--- src/rtl/regdump_pkg.sv ---
// Shared types and constants for the register-file dump transmitter.
package regdump_pkg;

  typedef enum logic [2:0] {
    IDLE = 3'd0,
    SYNC = 3'd1,
    IDX  = 3'd2,
    DATA = 3'd3,
    CSUM = 3'd4
  } state_e;

  localparam int NUM_REGS      = 15;
  localparam int BYTES_PER_REG = 8;

  localparam logic [7:0] DEF_SYNC_BYTE = 8'hA5;
  localparam logic [3:0] LAST_REG      = 4'(NUM_REGS - 1);
  localparam logic [2:0] LAST_BYTE     = 3'(BYTES_PER_REG - 1);

endpackage

--- src/rtl/regdump_bytesel.sv ---
// Picks one byte of a 64-bit register word, byte 0 being the LSB.
module regdump_bytesel (
  input  logic [63:0] word,
  input  logic [2:0]  sel,
  output logic [7:0]  data
);

  assign data = word[{sel, 3'b000} +: 8];

endmodule

--- src/rtl/regdump_tx.sv ---
// Serialises a snapshot of the 15 Y86-64 registers as a framed byte stream.
// Define REGDUMP_CSUM_EN to append an XOR checksum byte to each frame.
module regdump_tx
  import regdump_pkg::*;
#(
  parameter logic [7:0] SYNC_BYTE = DEF_SYNC_BYTE
) (
  input  logic        clk,
  input  logic        rst_n,
  input  logic        start,
  input  logic [63:0] rax,
  input  logic [63:0] rcx,
  input  logic [63:0] rdx,
  input  logic [63:0] rbx,
  input  logic [63:0] rsp,
  input  logic [63:0] rbp,
  input  logic [63:0] rsi,
  input  logic [63:0] rdi,
  input  logic [63:0] r8,
  input  logic [63:0] r9,
  input  logic [63:0] r10,
  input  logic [63:0] r11,
  input  logic [63:0] r12,
  input  logic [63:0] r13,
  input  logic [63:0] r14,
  output logic [7:0]  tx_data,
  output logic        tx_valid,
  input  logic        tx_ready,
  output logic        busy,
  output logic        done
);

  state_e      state;
  logic [3:0]  reg_cnt;
  logic [2:0]  byte_cnt;
  logic [63:0] snap [NUM_REGS];
  logic [63:0] regs [NUM_REGS];

  logic        hs;
  logic        last_byte;
  logic        last_reg;
  logic [2:0]  sel;
  logic [7:0]  sel_byte;

`ifdef REGDUMP_CSUM_EN
  logic [7:0]  csum;
`endif

  assign regs[0]  = rax;
  assign regs[1]  = rcx;
  assign regs[2]  = rdx;
  assign regs[3]  = rbx;
  assign regs[4]  = rsp;
  assign regs[5]  = rbp;
  assign regs[6]  = rsi;
  assign regs[7]  = rdi;
  assign regs[8]  = r8;
  assign regs[9]  = r9;
  assign regs[10] = r10;
  assign regs[11] = r11;
  assign regs[12] = r12;
  assign regs[13] = r13;
  assign regs[14] = r14;

  assign hs        = tx_valid && tx_ready;
  assign last_byte = (byte_cnt == LAST_BYTE);
  assign last_reg  = (reg_cnt == LAST_REG);

  // Look one byte ahead: IDX preloads byte 0, DATA preloads byte_cnt+1.
  assign sel = (state == DATA) ? byte_cnt + 3'd1 : 3'd0;

  regdump_bytesel u_bytesel (
    .word (snap[reg_cnt]),
    .sel  (sel),
    .data (sel_byte)
  );

  always_ff @(posedge clk or negedge rst_n) begin
    if (!rst_n) begin
      state    <= IDLE;
      reg_cnt  <= 4'd0;
      byte_cnt <= 3'd0;
      tx_data  <= 8'h00;
      tx_valid <= 1'b0;
      busy     <= 1'b0;
      done     <= 1'b0;
      for (int i = 0; i < NUM_REGS; i++)
        snap[i] <= 64'd0;
`ifdef REGDUMP_CSUM_EN
      csum     <= 8'h00;
`endif
    end else begin
      done <= 1'b0;
      unique case (state)
        IDLE: begin
          if (start) begin
            for (int i = 0; i < NUM_REGS; i++)
              snap[i] <= regs[i];
            state    <= SYNC;
            tx_data  <= SYNC_BYTE;
            tx_valid <= 1'b1;
            busy     <= 1'b1;
          end
        end
        SYNC: begin
          if (hs) begin
            state   <= IDX;
            reg_cnt <= 4'd0;
            tx_data <= 8'h00;
`ifdef REGDUMP_CSUM_EN
            csum    <= 8'h00;
`endif
          end
        end
        IDX: begin
          if (hs) begin
            state    <= DATA;
            byte_cnt <= 3'd0;
            tx_data  <= sel_byte;
`ifdef REGDUMP_CSUM_EN
            csum     <= csum ^ tx_data;
`endif
          end
        end
        DATA: begin
          if (hs) begin
            byte_cnt <= byte_cnt + 3'd1;
`ifdef REGDUMP_CSUM_EN
            csum     <= csum ^ tx_data;
`endif
            if (!last_byte) begin
              tx_data <= sel_byte;
            end else if (!last_reg) begin
              state   <= IDX;
              reg_cnt <= reg_cnt + 4'd1;
              tx_data <= {4'h0, reg_cnt + 4'd1};
            end else begin
`ifdef REGDUMP_CSUM_EN
              state   <= CSUM;
              tx_data <= csum ^ tx_data;
`else
              state    <= IDLE;
              reg_cnt  <= 4'd0;
              tx_data  <= 8'h00;
              tx_valid <= 1'b0;
              busy     <= 1'b0;
              done     <= 1'b1;
`endif
            end
          end
        end
`ifdef REGDUMP_CSUM_EN
        CSUM: begin
          if (hs) begin
            state    <= IDLE;
            reg_cnt  <= 4'd0;
            tx_data  <= 8'h00;
            tx_valid <= 1'b0;
            busy     <= 1'b0;
            done     <= 1'b1;
          end
        end
`endif
        default: begin
          state    <= IDLE;
          tx_valid <= 1'b0;
          busy     <= 1'b0;
        end
      endcase
    end
  end

endmodule

--- config.mk ---
export PLATFORM = sky130hd
export DESIGN_NAME = regdump_tx
export DESIGN_NICKNAME = d
export VERILOG_FILES = /design/src/rtl/regdump_pkg.sv /design/src/rtl/regdump_bytesel.sv /design/src/rtl/regdump_tx.sv
export SDC_FILE = /design/constraint.sdc
export NUM_CORES = 2
export LEC_CHECK = 0
export BUFFER_PORTS_ARGS = -buffer_cell sky130_fd_sc_hd__buf_2
export CAP_MARGIN = 10
export CORE_AREA = 8 8 370 372
export DETAILED_ROUTE_END_ITERATION = 8
export DIE_AREA = 0 0 378 380
export PLACE_DENSITY = 0.52
export SYNTH_ARGS = -nofsm -noshare
export SYNTH_HDL_FRONTEND = slang
export SYNTH_SLANG_ARGS = --single-unit
--- constraint.sdc ---
create_clock -name clk -period 5.7 [get_ports clk]
set_input_delay 1.71 -clock clk [delete_from_list [all_inputs] [get_ports clk]]
set_output_delay 1.71 -clock clk [all_outputs]
set_load 0.02 [all_outputs]
# Word-level counts from Yosys, hierarchy flattened
# Cells that the tools add are included.
[classes] add_sub_neg=2 order_cmp=1 eq_ne=11 shifts=1 muxes=35 n_bitwise=2 reduce_logical=12
[op_table] op="binary-select mux 64 bit (select 4 bit)" n=1
[op_table] op="2-to-1 mux 64 bit" n=2
[op_table] op="indexed part select 64 x 7 -> 8 bit" n=1
[op_table] op="2-to-1 mux 8 bit" n=5
[op_table] op="one-hot mux 8 bit (4 select lines)" n=1
[op_table] op="2-to-1 mux 3 bit" n=8
[op_table] op="2-to-1 mux 4 bit" n=5
[op_table] op="AND reduction 5 bit" n=3
[op_table] op="inequality test 2 bit (second input constant)" n=6
[op_table] op="one-hot mux 3 bit (4 select lines)" n=1
[op_table] op="2-to-1 mux 1 bit" n=8
[op_table] op="one-hot mux 4 bit (2 select lines)" n=1
[op_table] op="equality test 3 x 2 -> 1 bit (second input constant)" n=2
[op_table] op="one-hot mux 3 bit (2 select lines)" n=1
[op_table] op="greater-or-equal comparator 5 bit (second input constant)" n=1
[op_table] op="NOT 4 -> 5 bit" n=1
[op_table] op="adder 4 x 1 -> 4 bit (second input constant)" n=1
[op_table] op="equality test 4 bit (second input constant)" n=1
[op_table] op="AND reduction 4 bit" n=1
[op_table] op="nonzero test 2 bit" n=2
[op_table] op="nonzero test 4 bit" n=1
[op_table] op="adder 3 x 1 -> 3 bit (second input constant)" n=1
[op_table] op="equality test 3 x 1 -> 1 bit (second input constant)" n=1
[op_table] op="equality test 3 bit (second input constant)" n=1
[op_table] op="8 further kinds" n=8
[word_totals] ff_bits=980 input_bits=964 output_inout_bits=11

# Logic depth before layout (Yosys ltp)
[logic_depth] word_depth=8 depth_mapped=12

# Modules after synthesis
# From an unflattened synthesis, not the netlist that was laid out.
[hier_totals] cells_unflattened=2918 area_unflattened_um2=45058.2
[modules_own_cells] mod="regdump_tx" instances=1 cells_per_inst=2889 area_each_um2=44507.7 seq_area_each_um2=24498.5
[modules_own_cells] mod="regdump_bytesel" instances=1 cells_per_inst=29 area_each_um2=550.5 seq_area_each_um2=0.0

# Least setup slack after synthesis
# OpenSTA, ideal clock, no wires.
[synth_timing] path_kind="in2reg" start="input start" end="register snap[510] in the netlist's numbering" setup_time_ps=125 t_arrival_ps=3086 t_required_ps=5575 path_slack_ps=2489 cell_stages=5 path_buffers=3 cell_sequence="nand2_1 > clkbuf_1 > clkbuf_1 > clkbuf_1 > mux2_2"
[synth_via] elab_chain_cells=1
[synth_lines] item="start: declaration" line="regdump_tx.sv:10" text="input logic start,"
[synth_lines] item="AND reduction 2 bit (no source line)"
[synth_lines] item="end signal: indexed assignment" line="regdump_tx.sv:98" text="snap[i] <= regs[i];"
[synth_lines] item="end: declaration" line="regdump_tx.sv:36" text="logic [63:0] snap [NUM_REGS];"
# No other way between the ends.
# A chain may end at the register's enable or synchronous reset.

# Worst setup path after layout
[layout_timing] start="register reg_cnt[2]" end="register tx_data[1]"
[layout_via] elab_chain_cells=8
[layout_lines] item="start: declaration" line="regdump_tx.sv:34" text="logic [3:0] reg_cnt;"
[layout_lines] item="start signal: assignment" line="regdump_tx.sv:135" text="reg_cnt <= reg_cnt + 4'd1;"
[layout_lines] item="NOT 4 -> 5 bit (not written as such)" line="regdump_tx.sv:73" text=".word (snap[reg_cnt]),"
[layout_lines] item="binary-select mux 64 bit (select 4 bit)" line="regdump_tx.sv:73"
[layout_lines] item="2-to-1 mux 64 bit (not written as such) (2 in a row)" line="regdump_tx.sv:73"
[layout_lines] item="indexed part select 64 x 7 -> 8 bit" line="regdump_bytesel.sv:8" text="assign data = word[{sel, 3'b000} +: 8];"
[layout_lines] item="2-to-1 mux 8 bit" line="regdump_tx.sv:131" text="if (!last_byte) begin"
[layout_lines] item="2-to-1 mux 8 bit" line="regdump_tx.sv:126" text="if (hs) begin"
[layout_lines] item="one-hot mux 8 bit (4 select lines) *" line="regdump_tx.sv:94" text="unique case (state)"
[layout_lines] item="end signal: assignment" line="regdump_tx.sv:119" text="tx_data <= sel_byte;"
[layout_lines] item="end signal: assignment" line="regdump_tx.sv:132" text="tx_data <= sel_byte;"
[layout_lines] item="end signal: assignment" line="regdump_tx.sv:136" text="tx_data <= {4'h0, reg_cnt + 4'd1};"
[layout_lines] item="end: declaration" line="regdump_tx.sv:26" text="output logic [7:0] tx_data,"
# Every way passes the cells marked *; elsewhere a longest branch is shown, timed or not. The select of a mux whose other input is x is not followed.

==> qor.txt <==
initial antenna violation count: 180
worst path cell trace: buf_4 > nor2b_4 > nand2_1 > o221ai_1 > a21oi_1 > a211oi_1 > a21oi_1 > o311ai_1
Die Y: 380 um
Setup TNS Final: 0 ns
drt initial violations: 2021
Sw Pwr: 9.08 mW
worst ir drop on vdd: 0.265 mV
ANT nets after route: 0
Clock power frac: 0.247
slowest CP cell: nor2b_4
hold buffers post-CTS: 0
crit path capture type: register
vias in the first global route: 31800
switching fraction of total power: 0.315
Worst Clk Skew: 0.0170 ns
minimum clock period: 3.85 ns
Gate power share: 0.323
Setup CP Type: register to register
die area: 144000 um^2
DRC Markers: 0
RSZ-0062 raised after global routing: no
vias after detailed routing: 30000
Fin Hold WS: 0.497 ns
Worst Path Max Fanout: 34
mean routed wirelength per cell: 31.3 um
Netlist Area Pre-Place: 44500 um^2
slowest stage delay, CP: 0.84 ns
Peak Freq: 260 MHz
placed cell count: 5517
pwr dens: 523 nW/um^2
slack of the critical path: 1.85 ns
Leak Pwr: 24.0 nW
area delta synth->final: 23.6%
post-synthesis compound-gate area fraction: 0.0430
yosys warns: 0
Avg Cell Area, Syn: 15.2 um^2
Die Wd: 378 um
routed wire length: 181000 um
Simple-Gate Fraction of Synth Area: 0.0174
cell count after synthesis: 2934
Final Max Slew Viols: 0
fill count: 12500
Clock Latency Late Sink: 0.71 ns
mux cell area share after synthesis: 0.359
worst slack, placed: 1.87 ns
Placed Area: 51300 um^2
largest net degree at the start of global routing: 113
Mapped Nets: 3904
Yosys cell types: 55
Adder-Cell Fraction of Synth Area: 0.00169
Root Buffer Master: clkbuf_16
DPL Wire Length: 140000 um
first-pass GRT wire length: 248000 um
max_cap viols: 0
type of origin of the critical path: register
top_reg_cell synth: dfrtp_1
first-pass detailed-route iteration total: 5
Initial Util: 0.340
Clock Path Buffers: 3
Finished Core Util: 0.421
Final setup viols: 0
Seq/Total Area, Yosys: 0.551
relative slew slack: 0.252
I/O Pins: 975
Vias/cell: 5.20
hold crit path type: register to register
NumNets Final: 4845
Core ar.: 131000 um^2
CTS H-Tree Depth: 3
Slew @ Worst Pin: 1.11 ns
CTS tree: yes
xor/xnor share of the synthesized area: 0
worst endpoint required time: 6.31 ns
internal power: 19.7 mW
flops & latches, synth: 979
share of cells above drive strength 1: 0.592
CTS Sinks: 979
Resize count post-CTS: 0
# rows: 133
CP arrival: 4.46 ns
largest family of logic cells by synthesized area: multiplexers
sequential share of power: 0.430
CTS clock-pin slew for the worst setup and hold paths: 0.06 ns
GP Congestion: 0.848
crit share post-route: 0.675
GRT Total Usage: 0.243
post-route design area: 55000 um^2
critical path's most frequent cell: a21oi_1
total power: 28.8 mW
non-filler cells, final: 5784
Num CTS Buffers: 111
run status: finished, final reports clean
grt ovf: 0
FFs w/ async S/R, synth: 1.00
EDFF count, synth: 0
Port Buffers: 974
Final Hold Viols: 0
Post-CTS Setup Inserts: 0
-- final cells by class --
type,count,area (um^2),area share
antenna,68,170,0.00309
clock buffer,179,3340,0.0608
clock inverter,20,228,0.00414
multi-input combinational,1729,18800,0.342
timing repair buffer,1045,5720,0.104
inverter,9,33.8,0.000614
tap,1755,2200,0.0399
sequential,979,24500,0.446
-- layer usage --
metal	part of all wire	global-route usage
met5	0.0029	0
met4	0.031	0.0647
met3	0.078	0.0789
met2	0.48	0.396
met1	0.41	0.313
-- cells in the final DEF, fill, tap and decap left out, types with 6 or more instances in the layout --
cell type  count
inv_6          6
a22o_1         7
mux4_2       155
clkbuf_1      37
buf_12        24
clkbuf_16    111
mux2i_1      134
nor2_1        33
mux2_2       962
nand3_1       14
inv_1          8
o211ai_1      15
buf_2        973
a221oi_1      29
buf_4         47
dfrtp_1      975
o21ai_0       66
a22oi_1       29
a211oi_1      13
nor3_1        13
ha_1           6
a21oi_1       72
nand4_1        8
nand2_1       75
clkinv_2       8
a2111oi_0     10
o22ai_1        6
mux4_1        12
clkbuf_8      31
diode_2       68
-- critical path: cells and delay by family (launching register included) --
kind,cells,cell delay [ns]
AOI/OAI and AO/OA,5,1.25
buffers and inverters,1,0.41
and+or+nand+nor,2,1.28
DFF,1,0.71
-- cells by family (layout without fill, tap and decap cells) --
group / count (synthesis) / after routing
AOI/OAI and AO/OA: 288 / 288
adders and majority gates: 6 / 6
buffers and inverters: 226 / 1253
DFF: 979 / 979
muxes: 1263 / 1263
other: 0 / 68
and+or+nand+nor: 172 / 172
-- worst paths after layout --
check                             end        from  slack, ns  depth (start not counted)
max                        tx_data[1]  reg_cnt[2]       1.85                          8
min in group asynchronous   snap[748]       rst_n       1.09                          1
max in group asynchronous   snap[826]       rst_n       3.40                          2
min                         snap[865]   snap[865]       0.50                          1
max reg2reg                tx_data[1]  reg_cnt[2]       1.85                          8
min reg2reg                 snap[865]   snap[865]       0.50                          1
-- power groups by stage --
| stage | sequential, mW | combinational, mW | clock, mW |
|---|---|---|---|
| after floorplan | 11.7 | 6.39 | 0 |
| after global placement | 12.4 | 9.17 | 0 |
| after global routing | 12.8 | 9.94 | 7.57 |
| final | 12.4 | 9.28 | 7.11 |
| after detailed placement | 12.5 | 9.33 | 0 |
| after CTS | 12.4 | 9.37 | 7.33 |
-- flip-flops by register name, summed over array words and instances, names as in the netlist --
signal,cells
state,2
tx_data,8
byte_cnt,3
done,1
busy,1
snap,960
reg_cnt,4
-- synth_stat cells (10+ instances only) --
cell	count	area [um^2]
a2111oi_0	11	96.3
a211oi_1	13	97.6
a21oi_1	72	360
a221oi_1	29	254
a22oi_1	29	218
buf_12	10	200
buf_2	30	150
buf_6	13	146
clkbuf_1	144	541
dfrtp_1	979	24500
mux2_2	962	10800
mux2i_1	134	1340
mux4_1	12	315
mux4_2	155	3490
nand2_1	76	285
nand3_1	14	70.1
nor2_1	35	131
nor3_1	13	65.1
o211ai_1	15	113
o21ai_0	66	330
No activity file was read; power rests on OpenSTA's default activity.
